$ cat src/rtl/fetch_queue.sv
// Instruction fetch unit with a small circular queue between fetch and decode.
// Captures one word per cycle whenever space is available; EX redirects flush the queue.
module fetch_queue #(
    parameter int              XLEN     = 32,
    parameter int              DEPTH    = 4,
    parameter logic [XLEN-1:0] RESET_PC = {XLEN{1'b0}}
) (
    input  logic                       clk,
    input  logic                       rst_n,
    output logic [XLEN-1:0]            imem_addr,
    output logic                       imem_req,
    input  logic [31:0]                imem_instr,
    input  logic                       redirect,
    input  logic [XLEN-1:0]            redirect_pc,
    input  logic                       deq,
    output logic                       valid_d,
    output logic [31:0]                instr_d,
    output logic [XLEN-1:0]            pc_d,
    output logic [XLEN-1:0]            pcplus4_d,
    output logic [$clog2(DEPTH+1)-1:0] count,
    output logic                       full,
    output logic                       empty
);

    localparam int             PW      = $clog2(DEPTH);
    localparam int             CW      = $clog2(DEPTH+1);
    localparam logic [CW-1:0]  DEPTH_C = CW'(DEPTH);

    logic [XLEN-1:0] fetch_pc_q, fetch_pc_d;
    logic [PW-1:0]   wr_ptr_q, wr_ptr_d;
    logic [PW-1:0]   rd_ptr_q, rd_ptr_d;
    logic [CW-1:0]   count_q, count_d;
    logic [31:0]     instr_mem_q [DEPTH];
    logic [XLEN-1:0] pc_mem_q    [DEPTH];

    logic            valid_s;
    logic            enq_s;
    logic            deq_s;
    logic [XLEN-1:0] target_s;

    assign valid_s  = (count_q != {CW{1'b0}});
    // A full queue can still accept a word when the head leaves in the same cycle.
    assign enq_s    = rst_n & ~redirect & ((count_q < DEPTH_C) | (deq & valid_s));
    assign deq_s    = deq & valid_s & ~redirect;
    assign target_s = redirect_pc & {{(XLEN-2){1'b1}}, 2'b00};

    assign imem_addr = fetch_pc_q;
    assign imem_req  = enq_s;
    assign valid_d   = valid_s;
    assign instr_d   = instr_mem_q[rd_ptr_q];
    assign pc_d      = pc_mem_q[rd_ptr_q];
    assign pcplus4_d = pc_mem_q[rd_ptr_q] + {{(XLEN-3){1'b0}}, 3'b100};
    assign count     = count_q;
    assign full      = (count_q == DEPTH_C);
    assign empty     = ~valid_s;

    // Next-state for fetch PC, pointers and occupancy; redirect flushes everything.
    always_comb begin
        fetch_pc_d = fetch_pc_q;
        wr_ptr_d   = wr_ptr_q;
        rd_ptr_d   = rd_ptr_q;
        count_d    = count_q;
        if (redirect) begin
            fetch_pc_d = target_s;
            wr_ptr_d   = {PW{1'b0}};
            rd_ptr_d   = {PW{1'b0}};
            count_d    = {CW{1'b0}};
        end else begin
            if (enq_s) begin
                fetch_pc_d = fetch_pc_q + {{(XLEN-3){1'b0}}, 3'b100};
                wr_ptr_d   = wr_ptr_q + {{(PW-1){1'b0}}, 1'b1};
            end else begin
                fetch_pc_d = fetch_pc_q;
            end
            if (deq_s) begin
                rd_ptr_d = rd_ptr_q + {{(PW-1){1'b0}}, 1'b1};
            end else begin
                rd_ptr_d = rd_ptr_q;
            end
            case ({enq_s, deq_s})
                2'b10:   count_d = count_q + {{(CW-1){1'b0}}, 1'b1};
                2'b01:   count_d = count_q - {{(CW-1){1'b0}}, 1'b1};
                default: count_d = count_q;
            endcase
        end
    end

    // Control state registers with synchronous active-low reset.
    always_ff @(posedge clk) begin
        if (!rst_n) begin
            fetch_pc_q <= RESET_PC;
            wr_ptr_q   <= {PW{1'b0}};
            rd_ptr_q   <= {PW{1'b0}};
            count_q    <= {CW{1'b0}};
        end else begin
            fetch_pc_q <= fetch_pc_d;
            wr_ptr_q   <= wr_ptr_d;
            rd_ptr_q   <= rd_ptr_d;
            count_q    <= count_d;
        end
    end

    // Queue storage; contents are qualified by count so they are never cleared.
    always_ff @(posedge clk) begin
        if (enq_s) begin
            instr_mem_q[wr_ptr_q] <= imem_instr;
            pc_mem_q[wr_ptr_q]    <= fetch_pc_q;
        end
    end

endmodule

$ cat config.mk
export PLATFORM = sky130hd
export DESIGN_NAME = fetch_queue
export DESIGN_NICKNAME = d
export VERILOG_FILES = /design/src/rtl/fetch_queue.sv
export SDC_FILE = /design/constraint.sdc
export NUM_CORES = 1
export LEC_CHECK = 0
export CAP_MARGIN = 30
export CORE_MARGIN = 2
export CORE_UTILIZATION = 40
export CTS_BUF_LIST = sky130_fd_sc_hd__clkbuf_8
export CTS_CLUSTER_DIAMETER = 120
export DETAILED_ROUTE_END_ITERATION = 10
export DONT_BUFFER_PORTS = 1
export GPL_TIMING_DRIVEN = 0
export MAX_ROUTING_LAYER = met4
export SLEW_MARGIN = 20
export SYNTH_ARGS = -nofsm -noshare
export SYNTH_HDL_FRONTEND = slang
export SYNTH_SLANG_ARGS = --single-unit
$ cat constraint.sdc
create_clock -name clk -period 3.03 [get_ports clk]
set_input_delay 0.606 -clock clk [delete_from_list [all_inputs] [get_ports clk]]
set_output_delay 0.606 -clock clk [all_outputs]
set_load 0.02 [all_outputs]
* Yosys cells after proc, flatten, opt, wreduce, memory -nomap -nowiden *
Memories as Yosys holds them, arrays and structs flattened. A register that Yosys moved wholly into a read port is not among the register bits.
Index checks and enable logic that the tools add are counted.

word-level totals
  bits in registers = 39
  bits in latches = 0
  memory bits (writable) = 256
  bits in read-only memories = 0
  output and inout port bits = 135
  memories = 2

cells by class
  add/sub/neg operators = 6
  multiply operators = 0
  div/mod/pow operators = 0
  magnitude comparators = 1
  eq/ne operators = 3
  shift operators = 0
  multiplexer cells = 9
  bitwise logic cells = 8
  reductions and logical operators = 4

memories
  memory       depth  width  rd ports  clocked after Yosys merged registers in  wr ports  line  text
  instr_mem_q  4      32     1         1                                        1         33    logic [31:0] instr_mem_q [DEPTH];
  pc_mem_q     4      32     1         1                                        1         34    logic [XLEN-1:0] pc_mem_q [DEPTH];

operators by type and width
  kind                   count
  $add 32x3->32 const B  2
  $mux 32                2
  $mux 2                 4
  $pmux 3 s2             1
  $add 2x1->2 const B    2
  $and 1x1->1            4
  $reduce_bool 2->1      2
  $add 3x1->3 const B    1
  $eq 3x3->1 const B     1
  $lt 3x3->1 const B     1
  $not 1->1              3
  $reduce_bool 3->1      1
  $sub 3x1->3 const B    1
  $eq 2x1->1 const B     1
  $eq 2x2->1 const B     1
  $mux 1                 2
  $reduce_or 2->1        1
  $or 1x1->1             1

* Depth between registers and ports, before layout *
  depth after elaboration = 6
  mapped depth = 9
  mapped depth without buffers = 8

* Worst setup path before layout *
No wires, ideal clock.

  kind = input to register
  from = input deq
  to = memory instr_mem_q[0][0] (enable)
  arrival time = 2594 ps
  path slack = 9 ps
  stages on the path = 3
  cell sequence = nand2b_1 clkbuf_1 and3_1

on the way
  cells in the longest elaborated chain, start to end = 5

RTL lines
  item                          line  text
  start: declaration            15    input logic deq,
  $and 1x1->1                   43    assign enq_s = rst_n & ~redirect & ((count_q < DEPTH_C) | (deq & valid_s));
  $or 1x1->1                    43
  $and 1x1->1                   43
  $mux 1                        105   if (enq_s) begin
  $mux 1 (not written as such)  106   instr_mem_q[wr_ptr_q] <= imem_instr;
  end: declaration              33

No other way between the ends.

==> flow_metrics.tcl <==
set metrics [dict create \
    synthDistinctLibCells 55 \
    timing_worst_setup_path_type "reg -> out" \
    die_h_um 176 \
    hold_end "instr_mem_q[3][17]" \
    antenna_found_initial 0 \
    core_area_sq_um 28900 \
    fin_ws_ps -486 \
    syn_area_sq_um 11800 \
    slew_violations 0 \
    critical_path_required_ps 2420 \
    slew_headroom_pct 55.2 \
    syn_inst 683 \
    fp.dieW_um 176 \
    dpl_cell_area_sq_um 12400 \
    grt_overflow 0 \
    timing.rr.start "count[2]" \
    dr.pass1.iters 5 \
    synth-edff-count 248 \
    port_buffers 0 \
    hold_depth 0 \
    reg2reg_depth 8 \
    ys_warn_count 0 \
    worstReg2RegEnd "count[2]" \
    crit_buf_inv 3 \
    drt-initial-drc-count 355 \
    synth_top_cell_area_share_pct 63.0 \
    path_common_cell "buf_12" \
    wl_per_cell_um 24.0 \
    endpoint_kind "output port" \
    hold_viol 0 \
    cpPeakStageDelay_ps 500 \
    n_antenna_cell 0 \
    path_clk_slew_ps 60 \
    failed_checks "setup timing" \
    grt_pass1_vias 6921 \
    grt_usage_pct 18.7 \
    synth_area_leader_cell "edfxtp_1" \
    setup-violations-final 26 \
    start_util_pct 40.9 \
    nets 846 \
    cellPowerDensity_nw_per_um2 574 \
    hold_buffers 0 \
    async_flop_share_pct 0 \
    crit_arrival_ps 2910 \
    ir_drop_mv 0.278 \
    worst_pin_slew_ps 671 \
    clock-sinks 287 \
    reg2reg_slack_ps 380 \
    die_area_sq_um 31000 \
    fin_crit_ps 3520 \
    status "complete, but fails checks" \
    grt_pass1_wl_um 42200 \
    grt_max_degree 43 \
    ant_nets 0 \
    cts_tree "yes" \
    cp_cell_sequence "buf_12 > buf_12 > mux4_2 > and4_4 > and2_1 > buf_6 > nand4_1 > xnor2_2" \
    place.gp.congestion 0.853 \
    dp_slack_ps -551 \
    hold_start "imem_instr[17]" \
    fin_skew_ps 31.7 \
    drc 0 \
    crit_path_top_delay_cell "mux4_2" \
    ctsRootBufferMaster "clkbuf_8" \
    hold_class "in -> reg" \
    design_area_sq_um 14200 \
    wl_um 28500 \
    dpl.cell_count 1077 \
    synth_common_cells "edfxtp_1, mux4_2, dfxtp_1, nand2_1, nor2_1" \
    synth_flop_cell "edfxtp_1" \
    start_kind "flop" \
    p_leak_uw 0.00467 \
    fin_cells 1187 \
    worst_hold_slack_ps 159 \
    clock_latency_ps 550 \
    setup_tns_ps -9970 \
    ios 203 \
    numCtsBuffers 46 \
    dp_hpwl_um 18900 \
    syn_avg_cell_area_sq_um 17.3 \
    max-cap-violations 0 \
    rsz0062_at_grt "true" \
    path_delay_family "simple AND/OR/NAND/NOR gates" \
    area_growth_pct 20.0 \
    synth.most_common_cell "edfxtp_1" \
    num_vias 6555 \
    htree_num_levels 2 \
    synth_seq_area_share_pct 69.6 \
    clock.fmax_mhz 284 \
    ctsLongestPathBuffers 3 \
    layout-drive-gt1-share_pct 30.0 \
    row_count 62 \
    critical_path.max_fanout 9 \
    via_per_inst 5.52 \
    fin_crit_sh_pct 116 \
    yosys-top-cells-area "edfxtp_1, mux4_2, dfxtp_1" \
    ys_seq_elements 287 \
]
[final cells by class]
type                            count  area, sq um
Buffer                             32          264
Clock buffer                       48          661
Clock inverter                     33          224
Fill cell                        2355        14700
Inverter                           12         45.0
Multi-Input combinational cell    355         3880
Sequential cell                   287         8230
Tap cell                          384          480
Timing Repair Buffer               36          403
[repair_timing]
item / 4_1_cts / 5_1_grt
gates resized for setup: 88 / 35
buffers inserted: 17 / 14
gates cloned: 1 / 0
endpoints found under the setup margin: 59 / 49
pin swaps: 20 / 17
[state kept, by name, indices dropped and copies added, names as in the netlist, named ones only]
signal	cells
count	3
imem_addr	30
instr_mem_q	128
pc_mem_q	120
rd_ptr_q	2
wr_ptr_q	2
[cell usage in the layout, fill, tap and decap left out, types with 10 or more instances in the layout]
cell type / count
buf_6: 13
nand3_1: 18
xnor2_2: 10
mux4_2: 62
nand4_1: 17
buf_4: 28
clkbuf_1: 10
dfxtp_1: 38
xor2_1: 15
inv_1: 28
edfxtp_1: 248
nor2_1: 25
o21ai_0: 11
nand2_1: 34
clkbuf_8: 48
[routing by layer]
| layer | global-route usage (%) | part of all wire [%] |
|---|---|---|
| met1 | 20.8 | 37 |
| met2 | 31.2 | 50 |
| met3 | 6.89 | 10 |
| met4 | 6.82 | 2.9 |
| met5 | - | 0 |
[where the power goes]
part           internal, uW  switching [uW]  total [uW]  leakage, uW
clock                  1730            1440        3170     0.000508
combinational           156             297         452      0.00157
sequential             4400             133        4530      0.00259
[worst max-delay path by stage]
| stage | startpoint | end | depth (start not counted) |
|---|---|---|---|
| finish | flop | pcplus4_d[29] | 8 |
| detailed placement | flop | pcplus4_d[18] | 8 |
| floorplan | deq | instr_mem_q[0][0] | 3 |
| global route | flop | pcplus4_d[29] | 8 |
| CTS | flop | pcplus4_d[18] | 9 |
| global placement | deq | instr_mem_q[1][6] | 3 |
[per-stage QoR]
| stage | util, % | total power, uW |
|---|---|---|
| floorplan | - | 4870 |
| global placement | 42.6 | 4990 |
| detailed placement | 43.0 | 5010 |
| CTS | 48.2 | 8240 |
| global route | 49.0 | 8470 |
| finish | 49.0 | 8150 |
[kinds of logic (layout without fill, tap and decap cells)]
| logic type | after synthesis | in the layout | synth area share (%) |
|---|---|---|---|
| fa+ha+maj | 8 | 8 | 0.910 |
| xor+xnor | 50 | 50 | 3.70 |
| other cells | 1 | 6 | 0.0317 |
| flops | 287 | 287 | 69.6 |
| buf+inv | 46 | 161 | 2.13 |
| simple gates | 179 | 179 | 8.60 |
| compound gates | 47 | 47 | 2.70 |
| mux | 65 | 65 | 12.4 |
No activity file was read; power rests on OpenSTA's default activity.
